<file path="src/rtl/i2s_dac_tx.sv">
// ---------------------------------------------------------------------------
// i2s_dac_tx
//
// I2S serializer for the codec DAC data pin. The codec is the I2S clock
// master: BCLK and LRCLK arrive asynchronously and are resynchronized into
// the clk_48 domain. One stereo sample pair per frame is accepted through a
// valid/ready handshake into a holding register. The pair is moved into the
// active registers at each left-channel boundary. Each slot is sent MSB
// first, after the standard I2S one-bit delay.
//
// Ports
//   i_clk_48          system clock, all logic on its rising edge
//   i_rst             synchronous active-high reset
//   i_bclk            codec bit clock (asynchronous)
//   i_lrclk           codec word clock (asynchronous), 0 = left, 1 = right
//   i_left_in         left sample, two's complement
//   i_right_in        right sample, two's complement
//   i_sample_valid    sample pair on i_left_in/i_right_in is valid
//   o_sample_ready    holding register is empty
//   o_sdata           serial data to the codec DAC
//   o_frame_start     one-cycle pulse at each left boundary while locked
//   o_underrun        one-cycle pulse at a left boundary with nothing held
//   o_locked          serializer is running in step with the codec clocks
// ---------------------------------------------------------------------------
module i2s_dac_tx #(
    parameter int unsigned DATA_WIDTH  = 16,
    parameter int unsigned SYNC_STAGES = 2,
    parameter int unsigned TIMEOUT     = 1024
) (
    input  logic                  i_clk_48,
    input  logic                  i_rst,
    input  logic                  i_bclk,
    input  logic                  i_lrclk,
    input  logic [DATA_WIDTH-1:0] i_left_in,
    input  logic [DATA_WIDTH-1:0] i_right_in,
    input  logic                  i_sample_valid,
    output logic                  o_sample_ready,
    output logic                  o_sdata,
    output logic                  o_frame_start,
    output logic                  o_underrun,
    output logic                  o_locked
);

    localparam int unsigned CntW = $clog2(TIMEOUT + 1);

    typedef enum logic [0:0] {
        StIdle,
        StRun
    } state_e;

    // Synchronizers and edge detection
    logic [SYNC_STAGES-1:0] r_bclk_sync;
    logic [SYNC_STAGES-1:0] r_lrclk_sync;
    logic                   r_bclk_prev;
    logic                   r_bclk_fall;
    logic                   w_bclk_s;
    logic                   w_lrclk_s;

    // Frame tracking and datapath
    state_e                 r_state;
    logic                   r_lr_prev;
    logic [CntW-1:0]        r_cnt;
    logic [DATA_WIDTH-1:0]  r_hold_l;
    logic [DATA_WIDTH-1:0]  r_hold_r;
    logic                   r_hold_full;
    logic [DATA_WIDTH-1:0]  r_act_l;
    logic [DATA_WIDTH-1:0]  r_act_r;
    logic [DATA_WIDTH-1:0]  r_shift;
    logic                   r_sdata;
    logic                   r_frame_start;
    logic                   r_underrun;

    logic                   w_boundary;
    logic                   w_left_bnd;
    logic                   w_right_bnd;
    logic                   w_timeout;
    logic                   w_capture;

    assign w_bclk_s  = r_bclk_sync[SYNC_STAGES-1];
    assign w_lrclk_s = r_lrclk_sync[SYNC_STAGES-1];

    // The fall strobe is registered so that pin-to-sdata latency is
    // SYNC_STAGES+2 cycles. LRCLK moves on the same BCLK fall and goes through
    // the same sync depth, so the synced LRCLK already holds the new value here.
    always_ff @(posedge i_clk_48) begin
        if (i_rst) begin
            r_bclk_sync  <= '0;
            r_lrclk_sync <= '0;
            r_bclk_prev  <= 1'b0;
            r_bclk_fall  <= 1'b0;
        end else begin
            r_bclk_sync  <= {r_bclk_sync[SYNC_STAGES-2:0], i_bclk};
            r_lrclk_sync <= {r_lrclk_sync[SYNC_STAGES-2:0], i_lrclk};
            r_bclk_prev  <= w_bclk_s;
            r_bclk_fall  <= r_bclk_prev & ~w_bclk_s;
        end
    end

    assign w_boundary  = r_bclk_fall & (w_lrclk_s != r_lr_prev);
    assign w_left_bnd  = w_boundary & ~w_lrclk_s;
    assign w_right_bnd = w_boundary & w_lrclk_s;
    // Never coincides with a fall, so it never competes with a boundary.
    assign w_timeout   = ~r_bclk_fall & (r_cnt == CntW'(TIMEOUT - 1));
    assign w_capture   = i_sample_valid & ~r_hold_full;

    always_ff @(posedge i_clk_48) begin
        if (i_rst) begin
            r_state       <= StIdle;
            r_lr_prev     <= 1'b0;
            r_cnt         <= '0;
            r_hold_l      <= '0;
            r_hold_r      <= '0;
            r_hold_full   <= 1'b0;
            r_act_l       <= '0;
            r_act_r       <= '0;
            r_shift       <= '0;
            r_sdata       <= 1'b0;
            r_frame_start <= 1'b0;
            r_underrun    <= 1'b0;
        end else begin
            r_frame_start <= 1'b0;
            r_underrun    <= 1'b0;

            if (r_bclk_fall) begin
                r_lr_prev <= w_lrclk_s;
            end

            // Saturates at TIMEOUT so it stays parked while idle.
            if (r_bclk_fall) begin
                r_cnt <= '0;
            end else if (r_cnt != CntW'(TIMEOUT)) begin
                r_cnt <= r_cnt + CntW'(1);
            end

            // Capture only when empty; a left boundary can only clear a full
            // holding register, so the two never fight over r_hold_full.
            if (w_capture) begin
                r_hold_l    <= i_left_in;
                r_hold_r    <= i_right_in;
                r_hold_full <= 1'b1;
            end

            if (w_left_bnd) begin
                // Taken from either state: the locking boundary is a real one.
                r_state       <= StRun;
                r_frame_start <= 1'b1;
                r_sdata       <= 1'b0;
                if (r_hold_full) begin
                    r_act_l     <= r_hold_l;
                    r_act_r     <= r_hold_r;
                    r_shift     <= r_hold_l;
                    r_hold_full <= 1'b0;
                end else begin
                    // Repeat the previous frame.
                    r_underrun <= 1'b1;
                    r_shift    <= r_act_l;
                end
            end else begin
                unique case (r_state)
                    StIdle: begin
                        r_sdata <= 1'b0;
                    end
                    StRun: begin
                        if (w_timeout) begin
                            r_state <= StIdle;
                            r_sdata <= 1'b0;
                        end else if (w_right_bnd) begin
                            r_shift <= r_act_r;
                            r_sdata <= 1'b0;
                        end else if (r_bclk_fall) begin
                            r_sdata <= r_shift[DATA_WIDTH-1];
                            r_shift <= {r_shift[DATA_WIDTH-2:0], 1'b0};
                        end
                    end
                    default: begin
                        r_state <= StIdle;
                        r_sdata <= 1'b0;
                    end
                endcase
            end
        end
    end

    assign o_sample_ready = ~r_hold_full;
    assign o_sdata        = r_sdata;
    assign o_frame_start  = r_frame_start;
    assign o_underrun     = r_underrun;
    assign o_locked       = (r_state == StRun);

endmodule

</file>
<file path="config.mk">
export PLATFORM = sky130hd
export DESIGN_NAME = i2s_dac_tx
export DESIGN_NICKNAME = d
export VERILOG_FILES = /design/src/rtl/i2s_dac_tx.sv
export SDC_FILE = /design/constraint.sdc
export NUM_CORES = 1
export LEC_CHECK = 0
export ABC_AREA = 0
export BUFFER_PORTS_ARGS = -buffer_cell sky130_fd_sc_hd__buf_4
export CAP_MARGIN = 10
export CORE_ASPECT_RATIO = 1.2
export CORE_MARGIN = 4
export CORE_UTILIZATION = 40
export DETAILED_ROUTE_END_ITERATION = 10
export PLACE_DENSITY_LB_ADDON = 0.08
export RECOVER_POWER = 50
export SLEW_MARGIN = 5
export SYNTH_ARGS = -nofsm -noshare
export SYNTH_HDL_FRONTEND = slang
export SYNTH_SLANG_ARGS = --single-unit
</file>
<file path="constraint.sdc">
create_clock -name i_clk_48 -period 3.8 [get_ports i_clk_48]
set_clock_uncertainty 0.05 [all_clocks]
set_input_delay 0.19 -clock i_clk_48 [delete_from_list [all_inputs] [get_ports i_clk_48]]
set_output_delay 0.19 -clock i_clk_48 [all_outputs]
set_load 0.03 [all_outputs]
</file>
==> summary.md, run 1 <==
| Metric | Value |
|---|---|
| Outcome | `finished, violations left` |
| Failing checks | `max-capacitance violations, max-slew violations` |
| I/O Pins | `42` |
| H-tree levels | `3` |
| Maximum vdd drop | `0.000258 V` |
| DR pass1 iterations | `4` |
| Die W | `roughly 100 um` |
| Skew-Pair Late Insertion Delay | `0.34 ns` |
| Number of synthesized flops with an enable pin | `0` |
| IO Port Bufs | `~40` |
| Setup TNS | `0 ns` |
| Sequential power share | `0.505` |
| TritonCTS Sinks | `about 100` |
| P_int | `1.74 mW` |
| Pins Over Slew Limit | `a little over 80` |
| Net Sw Frac | `0.220` |
| Die H | `approximately 120 um` |
| Cells after Synth | `507` |
| Via count | `3507` |
| Post-CTS Setup Inserts | `0` |
| Crit path required time | `3.98 ns` |
| Number of synthesized register bits | `around 100` |
| Switching power | `0.493 mW` |
| Num CTS Buffers | `9` |
| Clock transition at the registers of the reported paths | `0.06 ns` |
| Initial DRC Count | `192` |
| Layout cell share with drive strength beyond 1 | `0.154` |
| Avg Cell Area, Syn | `between 8 and 9 um2` |
| Antenna violations before repair | `0` |
| Synth top cells by count | `nand2_1 (133), dfxtp_1 (103), a21oi_1 (87), nor2b_1 (21), buf_2 (20)` |
| Final core occ | `0.470` |
| Critical path fanouts, max | `80` |
| Clock root buffer | `clkbuf_16` |
| Synthesized Nets | `546` |
| Sequential element share of the synthesized area | `0.474` |
| Hold-fix buffer count after cts | `0` |
| Slew headroom | `-0.0814` |
| CP Launch Type | `input port` |
| Max_cap viols | `1` |
| Crit path time final | `~2.6 ns` |
| Max Freq | `385 MHz` |
| Routed wire per std cell | `14.5 um` |
| Core area | `~11000 um2` |
| Layout Nets | `565` |
| Routed Antenna Nets | `0` |
| GRT Total Usage | `0.163` |
| Top post-synthesis cells by area | `dfxtp_1 (47%), nand2_1 (11%), a21oi_1 (10%)` |
| CTS tree | `done` |
| FP Rows | `41` |
| Worst Path Arrival | `2.77 ns` |
| Comb power frac | `0.062` |
| Initial core utilization | `0.412` |
| Drt via density | `5.31` |
| Fraction of registers with async set/reset | `0` |
| DP HPWL | `roughly 6.2 mm` |
| Fin Hold WS | `0.0227 ns` |
| Vias in the first global route | `3306` |
| Period utilisation layout | `0.683` |
| Lkg Pwr | `1.81 nW` |
| Pwr dens | `450 nW/um2` |
| Top-count cell post-synth | `nand2_1` |
| Tightest Pin Transition | `~1.6 ns` |
| Top_reg_cell synth | `dfxtp_1` |
| Finish-stage setup viols | `0` |
| CTS resizes | `0` |
| CP Class | `in -> reg` |
| Final wirelength | `approximately 9.6 mm` |
| Clock Power Share | `0.433` |
| Min-delay worst type | `in -> reg` |
| First-pass GRT wire length | `between 15 and 20 mm` |
| Post-synth top area cell | `dfxtp_1` |
| Synthesis warning total | `0` |
| DRC | `0` |
| Endpoint class of the critical path | `register` |
| Ant diodes | `0` |
| Yosys top cell area share | `0.474` |
| Final Hold Viols | `0` |
| Routability Congestion | `0.754` |
| Total die area | `12600 um2` |
| Clock Tree Buf Depth | `2` |
| Total power | `2.24 mW` |
| Area of the mapped netlist | `4350 um2` |
| Largest net degree at the start of global routing | `81` |
| Distinct cells, synth | `50` |
| Grt total ovfl | `0` |
| RSZ-0062 raised after global routing | `no` |
| Synth-to-Final Area Change | `14.3%` |
-- routing by layer --
layer,track usage,vias up,part of all wire
met5,0,-,0
met4,0.0486,0,0.013
met3,0.0387,11,0.045
met2,0.248,64,0.43
met1,0.229,1628,0.51
li1,-,1804,-
-- path summary, 6_finish.rpt --
path / slack [ns] / startpoint / cells past startpoint / end
worst max register to register: 1.47 / r_hold_full / 5 / r_hold_r[11]
worst min-delay path: 0.02 / i_bclk / 2 / r_bclk_sync[0]
worst min register to register: 0.37 / r_bclk_sync[1] / 1 / r_bclk_fall
worst max-delay path: 1.20 / i_rst / 4 / r_shift[6]
-- through the flow --
stage	instances	instance area (um2)	setup WS, ns
final	660	4970	1.20
after global routing	660	4970	0.894
after CTS	660	4990	1.71
after detailed placement	644	4680	1.71
after global placement	644	4680	1.72
after floorplan	507	4350	2.24
-- critical path, cell delays in order --
cell,delay (ns)
clkbuf_2,1.13
or2_0,0.65
o31ai_4,0.34
a221o_1,0.45
-- state kept, by name, indices dropped and copies added (netlist names) --
register and count:
r_bclk_fall 1, o_sdata 1, r_act_r 16, r_cnt 11, r_lr_prev 1, r_shift 16, r_hold_l 16, r_hold_r 16
r_bclk_prev 1, o_locked 1, r_hold_full 1, r_bclk_sync 2, o_underrun 1, r_lrclk_sync 2, o_frame_start 1, r_act_l 16
-- cells by family (layout without fill, tap and decap cells) --
logic type | Yosys count | after routing | share of synthesized area
AND/OR/NAND/NOR | 202 | 202 | 0.222
multiplexers | 16 | 16 | 0.0371
buffers and inverters | 46 | 70 | 0.0489
AO/OA/AOI/OAI | 135 | 135 | 0.207
adder cells (fa/ha/maj) | 2 | 2 | 0.00575
flip-flops | 103 | 103 | 0.474
XOR/XNOR | 3 | 3 | 0.00604
-- final cells by class --
type / instances / area, um2
sequential: 103 / 2060
clock buffer: 10 / 229
tap: 129 / 161
multi-input combinational: 358 / 2070
fill: 1032 / 5600
inverter: 7 / 26.3
timing repair buffer: 47 / 332
clock inverter: 6 / 85.1
-- power groups by stage --
stage | sequential [mW] | combinational (mW) | clock (mW)
3_5_place_dp | 1.15 | 0.143 | 0
4_1_cts | 1.13 | 0.143 | 0.998
5_1_grt | 1.13 | 0.159 | 1.05
2_1_floorplan | 1.14 | 0.0980 | 0
6_report | 1.13 | 0.140 | 0.969
3_3_place_gp | 1.15 | 0.141 | 0
-- placed cells by master (no fill, tap or decap), types with 5 or more instances in the layout --
cell and count:
a21oi_1 87, a221o_1 15, buf_4 41, clkbuf_1 6
clkbuf_16 9, dfxtp_1 103, inv_1 7, mux2i_1 15
nand2_1 134, nand2b_1 6, nand3_1 8, nor2_1 5
nor2b_1 20, o21ai_0 5, o221a_2 14
No activity file was read; power rests on OpenSTA's default activity.
==> run 2: changes to the inputs <==
ABC_AREA = 1   (was 0)
clock period = 2.3 ns   (was 3.8 ns; I/O delays follow)
==> summary.md, run 2 <==
| Metric | Value |
|---|---|
| Tightest Pin Transition | `0.673 ns` |
| Ant diodes | `0` |
| CTS tree | `done` |
| Distinct cells, synth | `24` |
| Crit path required time | `about 2.5 ns` |
| Fraction of registers with async set/reset | `0` |
| Sequential element share of the synthesized area | `0.466` |
| Die H | `123 um` |
| Fin Hold WS | `approximately 0.16 ns` |
| Top_reg_cell synth | `dfxtp_1` |
| IO Port Bufs | `41` |
| CP Launch Type | `register` |
| FP Rows | `41` |
| WP depth | `8` |
| Slew headroom | `0.551` |
| Crit path time final | `~1.7 ns` |
| Worst path slowest cell | `dfxtp_1` |
| Maximum vdd drop | `between 0.0003 and 0.0004 V` |
| Grt total ovfl | `0` |
| Routability Congestion | `0.854` |
| Endpoint class of the critical path | `register` |
| Family with the most delay on the worst path | `simple AND/OR/NAND/NOR gates` |
| I/O Pins | `42` |
| Core area | `10700 um2` |
| Crit-path cells | `inv_2, nand3_1, clkbuf_1, nand2_4, nand2_1, nand3_1, nand2_1, inv_1` |
| First-pass GRT wire length | `between 15 and 20 mm` |
| Finish-stage setup viols | `0` |
| Routed wire per std cell | `11.9 um` |
| Antenna violations before repair | `0` |
| Critical path fanouts, max | `31` |
| Clock transition at the registers of the reported paths | `0.07 ns` |
| Net Sw Frac | `0.226` |
| Clock root buffer | `clkbuf_16` |
| Yosys top cell area share | `0.466` |
| Sequential power share | `0.510` |
| Num CTS Buffers | `9` |
| CP max stage delay | `0.40 ns` |
| Pwr dens | `686 nW/um2` |
| Number of synthesized register bits | `103` |
| DRC | `0` |
| GRT Total Usage | `0.162` |
| Lkg Pwr | `~2.2 nW` |
| H-tree levels | `3` |
| Worst Path Buf+Inv | `3` |
| Max Freq | `572 MHz` |
| Most frequent cells in the layout | `nand2_1 (127), dfxtp_1 (103), nor2_1 (96), inv_1 (87), o21ai_0 (46)` |
| Setup TNS | `0 ns` |
| Synth-to-Final Area Change | `20.7%` |
| R2r endpoint | `r_shift[0]` |
| Worst Setup SP | `r_lrclk_sync[1]` |
| Min-delay worst type | `in -> reg` |
| Layout cell share with drive strength beyond 1 | `0.0938` |
| Reg-to-reg startpoint | `r_lrclk_sync[1]` |
| Worst reg-to-reg setup slack | `0.55 ns` |
| Largest net degree at the start of global routing | `52` |
| Worst Path Arrival | `1.93 ns` |
| Crit path capture | `r_shift[0]` |
| Initial core utilization | `0.415` |
| Synthesized Nets | `668` |
| Pins Over Slew Limit | `0` |
| Period utilisation layout | `0.760` |
| Outcome | `completed` |
| Post-synth top area cell | `dfxtp_1` |
| Post-CTS Setup Inserts | `0` |
| Initial DRC Count | `140` |
| Area of the mapped netlist | `between 4000 and 5000 um2` |
| P_int | `2.84 mW` |
| Switching power | `0.829 mW` |
| DR pass1 iterations | `4` |
| Final Hold Viols | `0` |
| Cells after Synth | `between 600 and 700` |
| Via count | `3910` |
| Max_cap viols | `0` |
| Clock Tree Buf Depth | `2` |
| DP HPWL | `6.64 mm` |
| Number of synthesized flops with an enable pin | `0` |
| CTS resizes | `0` |
| Total die area | `12800 um2` |
| Synth top cells by count | `nand2_1 (127), dfxtp_1 (103), nor2_1 (96), inv_1 (87), o21ai_0 (46)` |
| Synthesis warning total | `0` |
| Drt via density | `4.76` |
| Final core occ | `0.501` |
| Clock Power Share | `0.416` |
| RSZ-0062 raised after global routing | `no` |
| TritonCTS Sinks | `103` |
| Hold-fix buffer count after cts | `35` |
| Vias in the first global route | `around 3800` |
| Comb power frac | `0.075` |
| CP Class | `reg -> reg` |
| Die W | `104 um` |
| Worst Reg-to-Reg Cells | `8` |
| Commonest non-fill, non-tap cell in the layout | `nand2_1` |
| Top-count cell post-synth | `nand2_1` |
| Skew-Pair Late Insertion Delay | `0.34 ns` |
| Final wirelength | `9.78 mm` |
| Top post-synthesis cells by area | `dfxtp_1 (47%), nand2_1 (11%), nor2_1 (8.1%)` |
| Layout Nets | `727` |
| Routed Antenna Nets | `0` |
| Avg Cell Area, Syn | `between 7 and 8 um2` |
| Fill cells | `approximately 1100` |
run 2: cell types whose count changed in the layout (fill, tap and decap cells not counted), sizes merged, moves of 35 or more:
cell         change
dlygate4sd3     +35
a21oi           -50
nand3           +37
inv             +84
nor2            +92
o21ai           +59
run 2: per-layer routing:
| layer | GRT usage | vias to the layer above | part of all wire |
|---|---|---|---|
| li1 | - | 2090 | - |
| met1 | 0.199 | 1762 | 0.47 |
| met2 | 0.288 | 46 | 0.48 |
| met3 | 0.0298 | 12 | 0.026 |
| met4 | 0.0557 | 0 | 0.016 |
| met5 | 0 | - | 0 |
run 2: cell type report:
| cell class | instances | area, um2 | share of cell area |
|---|---|---|---|
| Clock inverter | 6 | 58.8 | 0.0110 |
| Timing Repair Buffer | 83 | 682 | 0.128 |
| Sequential cell | 103 | 2060 | 0.386 |
| Inverter | 90 | 338 | 0.0632 |
| Clock buffer | 10 | 239 | 0.0447 |
| Tap cell | 129 | 161 | 0.0302 |
| Multi-Input combinational cell | 401 | 1810 | 0.338 |
run 2: logic make-up after synthesis:
kind of cell	synth area share
buffers and inverters	0.125
AND/OR/NAND/NOR	0.256
adder cells (fa/ha/maj)	0.00565
XOR/XNOR	0.00593
AO/OA/AOI/OAI	0.141
flip-flops	0.466
run 2: metrics by stage:
stage	instances	setup WS (ns)	power (mW)	instance area, um2
after detailed placement	771	0.647	2.15	4730
final	822	0.552	3.67	5350
after global placement	771	0.666	2.14	4730
after global routing	822	0.272	3.83	5350
after floorplan	629	0.898	2.06	4430
after CTS	822	0.639	3.72	5380
run 2: worst register-to-register path, cell delays in order (launching register included):
cell	delay, ns
dfxtp_1	0.40
inv_2	0.04
nand3_1	0.12
clkbuf_1	0.40
nand2_4	0.31
nand2_1	0.15
nand3_1	0.07
nand2_1	0.06
inv_1	0.05
run 2: power by group through the flow:
stage	logic, mW	registers [mW]	clock network (mW)
5_1_grt	0.319	1.88	1.63
3_5_place_dp	0.234	1.91	0
2_1_floorplan	0.163	1.90	0
3_3_place_gp	0.230	1.91	0
4_1_cts	0.281	1.87	1.57
6_report	0.273	1.87	1.53
run 2: worst min-delay path by stage:
| stage | from | end | slack [ns] | depth (start not counted) |
|---|---|---|---|---|
| 3_3_place_gp | i_lrclk | r_lrclk_sync[0] | 0.27 | 3 |
| 2_1_floorplan | i_bclk | r_bclk_sync[0] | 0.17 | 2 |
| 6_report | i_rst | r_lrclk_sync[1] | 0.16 | 2 |
| 4_1_cts | i_rst | r_bclk_sync[0] | 0.16 | 2 |
| 3_5_place_dp | i_lrclk | r_lrclk_sync[0] | 0.27 | 3 |
| 5_1_grt | i_rst | r_bclk_sync[1] | 0.18 | 2 |
==> run 3: changes to the inputs <==
ABC_AREA = 0   (was 1)
clock period = 1.7 ns   (was 2.3 ns; I/O delays follow)
==> summary.md, run 3 (same netlist as run 1, synthesis figures left out) <==
| Metric | Value |
|---|---|
| GRT Total Usage | `0.171` |
| Total power | `5.34 mW` |
| Clock root buffer | `clkbuf_16` |
| Grt total ovfl | `0` |
| Crit path required time | `around 1.9 ns` |
| Fill cells | `1010` |
| Largest net degree at the start of global routing | `40` |
| Critical path fanouts, max | `15` |
| Initial core utilization | `0.412` |
| DP HPWL | `6.61 mm` |
| Max Freq | `613 MHz` |
| FP Rows | `between 40 and 50` |
| Slew headroom | `0.585` |
| Fin Hold WS | `0.112 ns` |
| First-pass GRT wire length | `16.9 mm` |
| Most frequent cells in the layout | `nand2_1 (133), dfxtp_1 (102), a21oi_1 (87), buf_4 (46), dlygate4sd3_1 (35)` |
| Vias in the first global route | `between 3000 and 4000` |
| Final wirelength | `10.1 mm` |
| Via count | `3683` |
| Family with the most delay on the worst path | `flip-flops` |
| Pwr dens | `around 970 nW/um2` |
| Outcome | `completed` |
| Drt via density | `5.19` |
| I/O Pins | `42` |
| Max_cap viols | `0` |
| CP max stage delay | `about 0.58 ns` |
| TritonCTS Sinks | `103` |
| Initial DRC Count | `210` |
| RSZ-0062 raised after global routing | `no` |
| IO Port Bufs | `41` |
| Die H | `122 um` |
| Synth-to-Final Area Change | `27.0%` |
| Layout cell share with drive strength beyond 1 | `0.169` |
| Crit-path cells | `or2_2, o31ai_4, buf_12, a221o_1` |
| Period utilisation layout | `0.960` |
| DRC | `0` |
| Worst Path Buf+Inv | `1` |
| Routed Antenna Nets | `0` |
| Routability Congestion | `0.744` |
| Maximum vdd drop | `0.000558 V` |
| Die W | `103 um` |
| Num CTS Buffers | `9` |
| Tightest Pin Transition | `0.622 ns` |
| Antenna violations before repair | `0` |
| DR pass1 iterations | `4` |
| CP Class | `reg -> reg` |
| Clock transition at the registers of the reported paths | `0.07 ns` |
| Clock Tree Buf Depth | `2` |
| Pins Over Slew Limit | `0` |
| Final Hold Viols | `0` |
| Worst Path Arrival | `approximately 1.8 ns` |
| Worst path slowest cell | `dfxtp_1` |
| Lkg Pwr | `a little over 2 nW` |
| CP Launch Type | `register` |
| H-tree levels | `3` |
| Total die area | `12600 um2` |
| Endpoint class of the critical path | `register` |
| Layout Nets | `614` |
| Min-delay worst type | `in -> reg` |
| Skew-Pair Late Insertion Delay | `0.34 ns` |
| CTS tree | `done` |
| Routed wire per std cell | `14.2 um` |
| Core area | `roughly 11000 um2` |
| Finish-stage setup viols | `0` |
| Commonest non-fill, non-tap cell in the layout | `nand2_1` |
| Crit path time final | `between 1.5 and 2 ns` |
| Ant diodes | `0` |
## run 3: path summary, 6_finish.rpt
check | from | end | slack [ns] | cells past startpoint
setup / recovery | r_bclk_fall | r_shift[2] | 0.07 | 4
hold / removal | i_rst | o_locked | 0.11 | 3
setup reg to reg | r_bclk_fall | r_shift[2] | 0.07 | 4
hold reg to reg | r_bclk_sync[1] | r_bclk_fall | 0.37 | 1
## run 3: final cells by class
class                      instances  area (um2)  area share
multi-input combinational        358        2070       0.376
sequential                       103        2060       0.373
timing repair buffer              96         842       0.152
clock buffer                      11         253      0.0458
tap                              129         161      0.0292
clock inverter                     5         104      0.0188
inverter                           7        26.3     0.00476
## run 3: power breakdown
part,total [mW],switching [mW],internal (mW)
logic,0.412,0.193,0.219
clock network,2.41,0.891,1.52
registers,2.52,0.0477,2.47
total,5.34,1.13,4.21
## run 3: what timing repair did
action	in CTS	in global routing
setup buffers	1	0
endpoints found under the hold margin	35	0
resized for setup	0	2
hold buffers	35	0
endpoints found under the setup margin	15	1
pin swaps	1	0
## run 3: worst min-delay path, stage by stage
cell and delay [ns]:
buf_4 0.13, nand2b_1 0.15, o22ai_1 0.08
## run 3: stage by stage
step | area (um2) | utilization | cells | setup slack [ns] | TNS [ns]
after floorplan | 4350 | - | 507 | 0.141 | 0
after global placement | 4840 | 0.458 | 657 | 0.0644 | 0
after detailed placement | 4840 | 0.458 | 657 | -0.0293 | -0.165
after CTS | 5570 | 0.527 | 709 | 0.0696 | 0
after global routing | 5520 | 0.523 | 709 | 0.0136 | 0
final | 5520 | 0.523 | 709 | 0.0683 | 0
## run 3: metal layers
metal	routed length (um)	track usage	vias up
met1	5070	0.246	1699
met5	0	0	-
met3	467	0.0352	12
li1	-	-	1901
met2	4360	0.251	71
met4	193	0.0656	0
